<file path="src/rtl/multicycle_controller.sv">
// Main-control FSM for the multicycle MIPS core. One shared ALU, memory port
// and register file are sequenced over 3-5 cycles per instruction. A wait
// counter in FETCH/MEMRD/MEMWR turns a stalled memory into a mem_fault pulse.
module multicycle_controller #(
  parameter int unsigned TIMEOUT_CYCLES = 16
) (
  input  logic       clk,
  input  logic       reset,
  input  logic [5:0] op,
  input  logic       zero,
  input  logic       mem_ready,
  output logic       mem_read,
  output logic       mem_write,
  output logic       iord,
  output logic       ir_write,
  output logic       reg_write,
  output logic       reg_dst,
  output logic       mem_to_reg,
  output logic       alu_src_a,
  output logic [1:0] alu_src_b,
  output logic [1:0] alu_option,
  output logic       imm_zext,
  output logic [1:0] pc_src,
  output logic       pc_en,
  output logic       illegal_op,
  output logic       mem_fault,
  output logic [3:0] state
);

  typedef enum logic [3:0] {
    StFetch  = 4'd0,
    StDecode = 4'd1,
    StMemAdr = 4'd2,
    StMemRd  = 4'd3,
    StMemWb  = 4'd4,
    StMemWr  = 4'd5,
    StExec   = 4'd6,
    StAluWb  = 4'd7,
    StBranch = 4'd8,
    StIExec  = 4'd9,
    StIWb    = 4'd10,
    StJump   = 4'd11
  } state_t;

  localparam logic [5:0] OpR    = 6'b000000;
  localparam logic [5:0] OpLw   = 6'b100011;
  localparam logic [5:0] OpSw   = 6'b101011;
  localparam logic [5:0] OpBeq  = 6'b000100;
  localparam logic [5:0] OpAddi = 6'b001000;
  localparam logic [5:0] OpOri  = 6'b001101;
  localparam logic [5:0] OpJ    = 6'b000010;

  // Counter only needs to reach TIMEOUT_CYCLES-1; it saturates at all ones.
  localparam int unsigned CntW = (TIMEOUT_CYCLES > 2) ? $clog2(TIMEOUT_CYCLES) : 1;
  localparam logic [CntW-1:0] CntLast = CntW'(TIMEOUT_CYCLES - 1);

  state_t          state_q, state_d;
  logic [CntW-1:0] cnt_q, cnt_d;
  logic            waiting;
  logic            timeout;
  logic            pc_write;
  logic            branch;

  assign waiting = (state_q inside {StFetch, StMemRd, StMemWr}) && !mem_ready;
  assign timeout = (TIMEOUT_CYCLES != 0) && waiting && (cnt_q == CntLast);

  // Next-state and wait-counter update
  always_comb begin
    state_d = state_q;
    unique case (state_q)
      StFetch:  if (mem_ready) state_d = StDecode;
                else if (timeout) state_d = StFetch;
      StDecode: begin
        unique case (op)
          OpLw, OpSw:     state_d = StMemAdr;
          OpR:            state_d = StExec;
          OpBeq:          state_d = StBranch;
          OpAddi, OpOri:  state_d = StIExec;
          OpJ:            state_d = StJump;
          default:        state_d = StFetch;
        endcase
      end
      StMemAdr: state_d = (op == OpLw) ? StMemRd : StMemWr;
      StMemRd:  if (mem_ready) state_d = StMemWb;
                else if (timeout) state_d = StFetch;
      StMemWb:  state_d = StFetch;
      StMemWr:  if (mem_ready || timeout) state_d = StFetch;
      StExec:   state_d = StAluWb;
      StAluWb:  state_d = StFetch;
      StBranch: state_d = StFetch;
      StIExec:  state_d = StIWb;
      StIWb:    state_d = StFetch;
      StJump:   state_d = StFetch;
      default:  state_d = StFetch;
    endcase

    // Any state change (including timeout re-entry of FETCH) restarts the count.
    cnt_d = cnt_q;
    if (mem_ready || timeout || (state_d != state_q)) begin
      cnt_d = '0;
    end else if (waiting && (cnt_q != '1)) begin
      cnt_d = cnt_q + 1'b1;
    end
  end

  // State and wait-counter registers
  always_ff @(posedge clk or posedge reset) begin
    if (reset) begin
      state_q <= StFetch;
      cnt_q   <= '0;
    end else begin
      state_q <= state_d;
      cnt_q   <= cnt_d;
    end
  end

  // Moore decode of the current state; everything forced low during reset
  always_comb begin
    mem_read   = 1'b0;
    mem_write  = 1'b0;
    iord       = 1'b0;
    ir_write   = 1'b0;
    reg_write  = 1'b0;
    reg_dst    = 1'b0;
    mem_to_reg = 1'b0;
    alu_src_a  = 1'b0;
    alu_src_b  = 2'b00;
    alu_option = 2'b00;
    imm_zext   = 1'b0;
    pc_src     = 2'b00;
    pc_write   = 1'b0;
    branch     = 1'b0;
    illegal_op = 1'b0;
    mem_fault  = 1'b0;
    if (!reset) begin
      mem_fault = timeout;
      unique case (state_q)
        StFetch: begin
          mem_read  = !timeout;
          alu_src_b = 2'b01;
          ir_write  = mem_ready;
          pc_write  = mem_ready;
        end
        StDecode: begin
          alu_src_b = 2'b11;
          illegal_op = !(op inside {OpLw, OpSw, OpR, OpBeq, OpAddi, OpOri, OpJ});
        end
        StMemAdr: begin
          alu_src_a = 1'b1;
          alu_src_b = 2'b10;
        end
        StMemRd: begin
          iord     = 1'b1;
          mem_read = !timeout;
        end
        StMemWb: begin
          mem_to_reg = 1'b1;
          reg_write  = 1'b1;
        end
        StMemWr: begin
          iord      = 1'b1;
          mem_write = !timeout;
        end
        StExec: begin
          alu_src_a  = 1'b1;
          alu_option = 2'b10;
        end
        StAluWb: begin
          reg_dst   = 1'b1;
          reg_write = 1'b1;
        end
        StBranch: begin
          alu_src_a  = 1'b1;
          alu_option = 2'b01;
          pc_src     = 2'b01;
          branch     = 1'b1;
        end
        StIExec: begin
          alu_src_a = 1'b1;
          alu_src_b = 2'b10;
          if (op == OpOri) begin
            alu_option = 2'b11;
            imm_zext   = 1'b1;
          end
        end
        StIWb: reg_write = 1'b1;
        StJump: begin
          pc_src   = 2'b10;
          pc_write = 1'b1;
        end
        default: ;
      endcase
    end
  end

  assign pc_en = pc_write | (branch & zero);
  assign state = state_q;

endmodule
</file>
<file path="config.mk">
export PLATFORM = sky130hd
export DESIGN_NAME = multicycle_controller
export DESIGN_NICKNAME = d
export VERILOG_FILES = /design/src/rtl/multicycle_controller.sv
export SDC_FILE = /design/constraint.sdc
export NUM_CORES = 1
export LEC_CHECK = 0
export CAP_MARGIN = 25
export CELL_PAD_IN_SITES_DETAIL_PLACEMENT = 0
export CELL_PAD_IN_SITES_GLOBAL_PLACEMENT = 1
export CORE_UTILIZATION = 35
export CTS_CLUSTER_DIAMETER = 30
export DETAILED_ROUTE_END_ITERATION = 16
export PLACE_DENSITY = 0.84
export SLEW_MARGIN = 40
export SYNTH_ARGS = -nofsm -noshare
export SYNTH_HDL_FRONTEND = slang
export SYNTH_SLANG_ARGS = --single-unit
export TNS_END_PERCENT = 20
</file>
<file path="constraint.sdc">
create_clock -name clk -period 4.8 [get_ports clk]
set_input_delay 0.96 -clock clk [delete_from_list [all_inputs] [get_ports clk]]
set_output_delay 0.96 -clock clk [all_outputs]
set_load 0.05 [all_outputs]
</file>
### Yosys cells after proc, flatten, opt, wreduce, memory -nomap -nowiden

Cells that the tools add are included.
W data, S select, Z words.

| storage, ports and cells | value |
|---|---|
| flip-flop bits (word level) | 8 |
| input bits | 10 |
| output and inout port bits | 22 |

| operators by class | value |
|---|---|
| $add $sub $neg | 1 |
| equality and inequality tests | 20 |
| multiplexer cells | 42 |
| bitwise logic cells | 2 |
| reductions and logical operators | 20 |

Operator list:

| operator | number |
|---|---|
| $pmux W4 S7 | 1 |
| $mux W1 | 25 |
| $mux W4 | 6 |
| $eq A4 B4 Y1 const B | 5 |
| $pmux W4 S5 | 1 |
| $eq A4 B3 Y1 const B | 4 |
| $eq A6 B4 Y1 const B | 2 |
| $eq A6 B6 Y1 const B | 2 |
| $pmux W2 S3 | 2 |
| $reduce_or A2 Y1 | 5 |
| $eq A4 B2 Y1 const B | 2 |
| $mux W2 | 4 |
| $reduce_bool A7 Y1 | 1 |
| $eq A6 B2 Y1 const B | 1 |
| $eq A6 B3 Y1 const B | 1 |
| $logic_not A6 Y1 | 1 |
| $add A4 B1 Y4 const B | 1 |
| $eq A4 B1 Y1 const B | 1 |
| $logic_not A4 Y1 | 1 |
| $ne A4 B4 Y1 | 1 |
| $ne A4 B4 Y1 const B | 1 |
| $pmux W2 S2 | 1 |
| $reduce_or A4 Y1 | 1 |
| $logic_and A1 B1 Y1 | 3 |
| 9 further kinds | 12 |

### Longest topological paths before layout

| logic depth | value |
|---|---|
| depth in word-level cells | 10 |
| gate-level depth with buffers | 6 |

### Least setup slack after synthesis

OpenSTA, ideal clock, no wires.

| timing | value |
|---|---|
| path type | input-to-output |
| start | input port reset |
| end | output port pc_en |
| arrival time | 3.703 ns |
| setup slack | 0.137 ns |
| stages on the path | 4 |
| buffers on the path | 1 |
| cell sequence | clkbuf_1 > nor4_1 > a32oi_1 > o22ai_1 |

| between the ends | value |
|---|---|
| word-level cells in the longest chain between the ends | 3 |

RTL lines:

| what | RTL line | text |
|---|---|---|
| start, declared | 8 | `input logic reset,` |
| $mux W1 | 135 | `if (!reset) begin` |
| $and A1 B1 Y1 | 196 | `assign pc_en = pc_write \| (branch & zero);` |
| $or A1 B1 Y1 (*) | 196 |  |
| end, declared | 24 | `output logic pc_en,` |

Every way passes the cells marked *; elsewhere a longest branch is shown, timed or not.

### Final worst setup path

Same ends and word-level chain as after synthesis.

==> results.txt <==
worst-case headroom to the max-slew limit = 53.7%
number of optimization iterations in the first detailed-route pass = 4
clock slew at the register clock pins of the worst setup and hold paths = 0.05 ns
cell area after placement = 1220 sq um
share of synthesized area occupied by flip-flops and latches = 20.4%
power per cell area = 290 nW/um^2
port buffer count = 31
final hold violation count = 0
Nets = 153
Slowest cell on crit path = sky130_fd_sc_hd__clkdlybuf4s50_1
die outline area = 3020 sq um
antenna violations before repair = 0
Mapped Cells = 118
hpwl dp = 1.94 mm
Setup Skew = 0.00139 ns
Seq pwr share = 28.5%
Setup violations, final = 0
Sequential Area = 200 sq um
Detail Route Antenna Nets = 0
commonest cells in the netlist = sky130_fd_sc_hd__nor2_1 (11), sky130_fd_sc_hd__dfrtp_1 (8), sky130_fd_sc_hd__nand2_1 (7)
yosys warns = 0
top fanout value on the critical path = 9
total global-route track usage = 19.1%
CTS buffer count = 3
top cells by area in the synthesized netlist = sky130_fd_sc_hd__dfrtp_1 (20%), sky130_fd_sc_hd__nor2_1 (4.2%), sky130_fd_sc_hd__a211oi_1 (3.8%), sky130_fd_sc_hd__nand2b_1 (3.2%), sky130_fd_sc_hd__a21oi_1 (3.1%)
Min Clock Period, post-route = 4.18 ns
setup total negative slack = 0 ns
Core Rows = 18
vias in the first global route = 907
boundary pin count = 32
Leakage Power = 0.457 nW
slew of the pin with the lowest slew margin = 0.688 ns
switching pwr = 0.178 mW
combinational fraction of design power = 57.8%
sort of element at the end of the critical path = output port
upper clock frequency limit = 0.239 GHz
share of synthesized flip-flops with an asynchronous set or reset = 100%
series of cell instances along the critical path = clkdlybuf4s50_1, nor4_1, a32oi_1, o22ai_1, clkdlybuf4s50_1
area of the multi-input gates = 651 sq um
FILL cells = 266
CTS root buf = sky130_fd_sc_hd__clkbuf_4
Area growth syn-to-layout = 26.4%
die outline height = 54.9 um
Main synth FF type = sky130_fd_sc_hd__dfrtp_1
Total Routed Length = 2.54 mm
critical path arrival = 3.22 ns
clock latency reported for the late side of the worst-skew pair = 0.25 ns
RSZ-0062 raised after global routing = no
Final period util = 87.2%
synthesized netlist net count = 129
number of setup buffers added after CTS = 0
unique cell type count in the Yosys netlist = 52
largest net degree at the start of global routing = 20
DRC Markers = 0
area fraction of the dominant cell type after synthesis = 20.4%
via density per instance = 5.70
worst stage delay on the critical path = 0.83 ns
Fin Hold WS = 0.480 ns
most frequent cell after synthesis = sky130_fd_sc_hd__nor2_1
CTS tree = built
DRT iter0 DRCs = 17
Chip Width = 54.9 um
largest area contributor in the synthesized netlist = sky130_fd_sc_hd__dfrtp_1
Maximum Capacitance Violations = 0
reg-to-reg setup timing slack = 2.78 ns
Layout Cell Area excl Fill = 1240 sq um
global-route wire length before repair = 4.14 mm
Sinks on Clock Net = 8
critical path start-end classification = input pin to output port
share of cells above drive strength 1 = 9.29%
Slew Viols, Final = 0
GRT Residual Overflow = 0
CTS Hold Buffers Added = 0
Placer Congestion = 0.789
total standard cell area after synthesis = 981 sq um
Routed wire per std cell = 14.9 um
post-synthesis register bit count = 8
number of flops mapped to enable cells by yosys = 0
VDD IR max = 0.000181 V
CP startpoint kind = input pin
Via Count = 969
core region area = 2570 sq um
Max clock buf depth = 2
cell internal power dissipation = 0.182 mW
count of inserted antenna diode cells = 0
post-layout util = 48.3%
Resized Gates After CTS = 0
status = finished clean
worst endpoint required time = 3.84 ns
class of the most critical hold timing path = register to register
clock share of power = 13.7%
average cell area after synthesis = 8.31 sq um
deepest level of the CTS H-tree = 1
effective utilization at floorplan = 38.2%
switching share of power = 49.4%
most frequent CP cell = sky130_fd_sc_hd__clkdlybuf4s50_1
## worst max-delay path: cells and delay by family
family                 cells  cell delay (ns)
buffers and inverters      2             1.39
AND/OR/NAND/NOR            1             0.59
AO/OA/AOI/OAI              2             0.29
## cell type report
type                            instances  area share [%]
Inverter                                5            1.51
Multi-Input combinational cell         93            52.5
Tap cell                               30            3.03
Timing Repair Buffer                   31            25.0
Clock buffer                            3            1.82
Sequential cell                         8            16.1
## cells in the final DEF (no fill, tap or decap), types with 4 or more instances in the layout
cell,Yosys,final
sky130_fd_sc_hd__a21oi_1,6,6
sky130_fd_sc_hd__nor3_1,5,5
sky130_fd_sc_hd__nor4_1,4,4
sky130_fd_sc_hd__dfrtp_1,8,8
sky130_fd_sc_hd__nand2b_1,5,5
sky130_fd_sc_hd__a211oi_1,5,5
sky130_fd_sc_hd__nor2_1,11,11
sky130_fd_sc_hd__nand2_1,7,7
sky130_fd_sc_hd__inv_1,5,5
sky130_fd_sc_hd__clkdlybuf4s50_1,0,31
## metrics by stage
| step | power [mW] | std cells | setup WS (ns) |
|---|---|---|---|
| after floorplan | 0.262 | 118 | 0.137 |
| after global placement | 0.310 | 167 | 0.639 |
| after detailed placement | 0.310 | 167 | 0.642 |
| after CTS | 0.360 | 170 | 0.630 |
| after global routing | 0.382 | 170 | 0.515 |
| final | 0.359 | 170 | 0.615 |
## cells by family (layout without fill, tap and decap cells)
| kind of cell | count (synthesis) | count (layout) | share of synthesized area, % |
|---|---|---|---|
| AND/OR/NAND/NOR | 53 | 53 | 34.4 |
| AO/OA/AOI/OAI | 31 | 31 | 23.2 |
| buffers and inverters | 17 | 39 | 13.3 |
| flip-flops | 8 | 8 | 20.4 |
| XOR/XNOR | 6 | 6 | 5.36 |
| adder cells (fa/ha/maj) | 2 | 2 | 2.30 |
| multiplexers | 1 | 1 | 1.02 |
## sequential cells by signal (all words and copies together) (netlist names)
| signal | cells |
|---|---|
| cnt_q | 4 |
| state | 4 |
## layer usage
layer  GRT usage (%)  share of wire (%)  vias up
met1            26.9                 48      459
met2            29.7                 48       29
met4            6.67                  0        0
li1                -                  -      481
met5               0                  0        -
met3            2.46                4.3        0
## power groups by stage
| stage | combinational [mW] | clock (mW) | sequential [mW] |
|---|---|---|---|
| finish | 0.208 | 0.0492 | 0.102 |
| global route | 0.224 | 0.0526 | 0.106 |
| CTS | 0.208 | 0.0500 | 0.102 |
| detailed placement | 0.207 | 0 | 0.103 |
| global placement | 0.207 | 0 | 0.103 |
| floorplan | 0.162 | 0 | 0.0995 |
## worst paths after layout
path,cells past startpoint,end,startpoint
setup / recovery,5,pc_en,reset
hold / removal,1,cnt_q[0],cnt_q[0]
hold reg to reg,1,cnt_q[0],cnt_q[0]
max in group asynchronous,2,cnt_q[1],reset
setup reg to reg,5,cnt_q[3],state[0]
min in group asynchronous,2,state[1],reset
No activity file was read; power rests on OpenSTA's default activity.
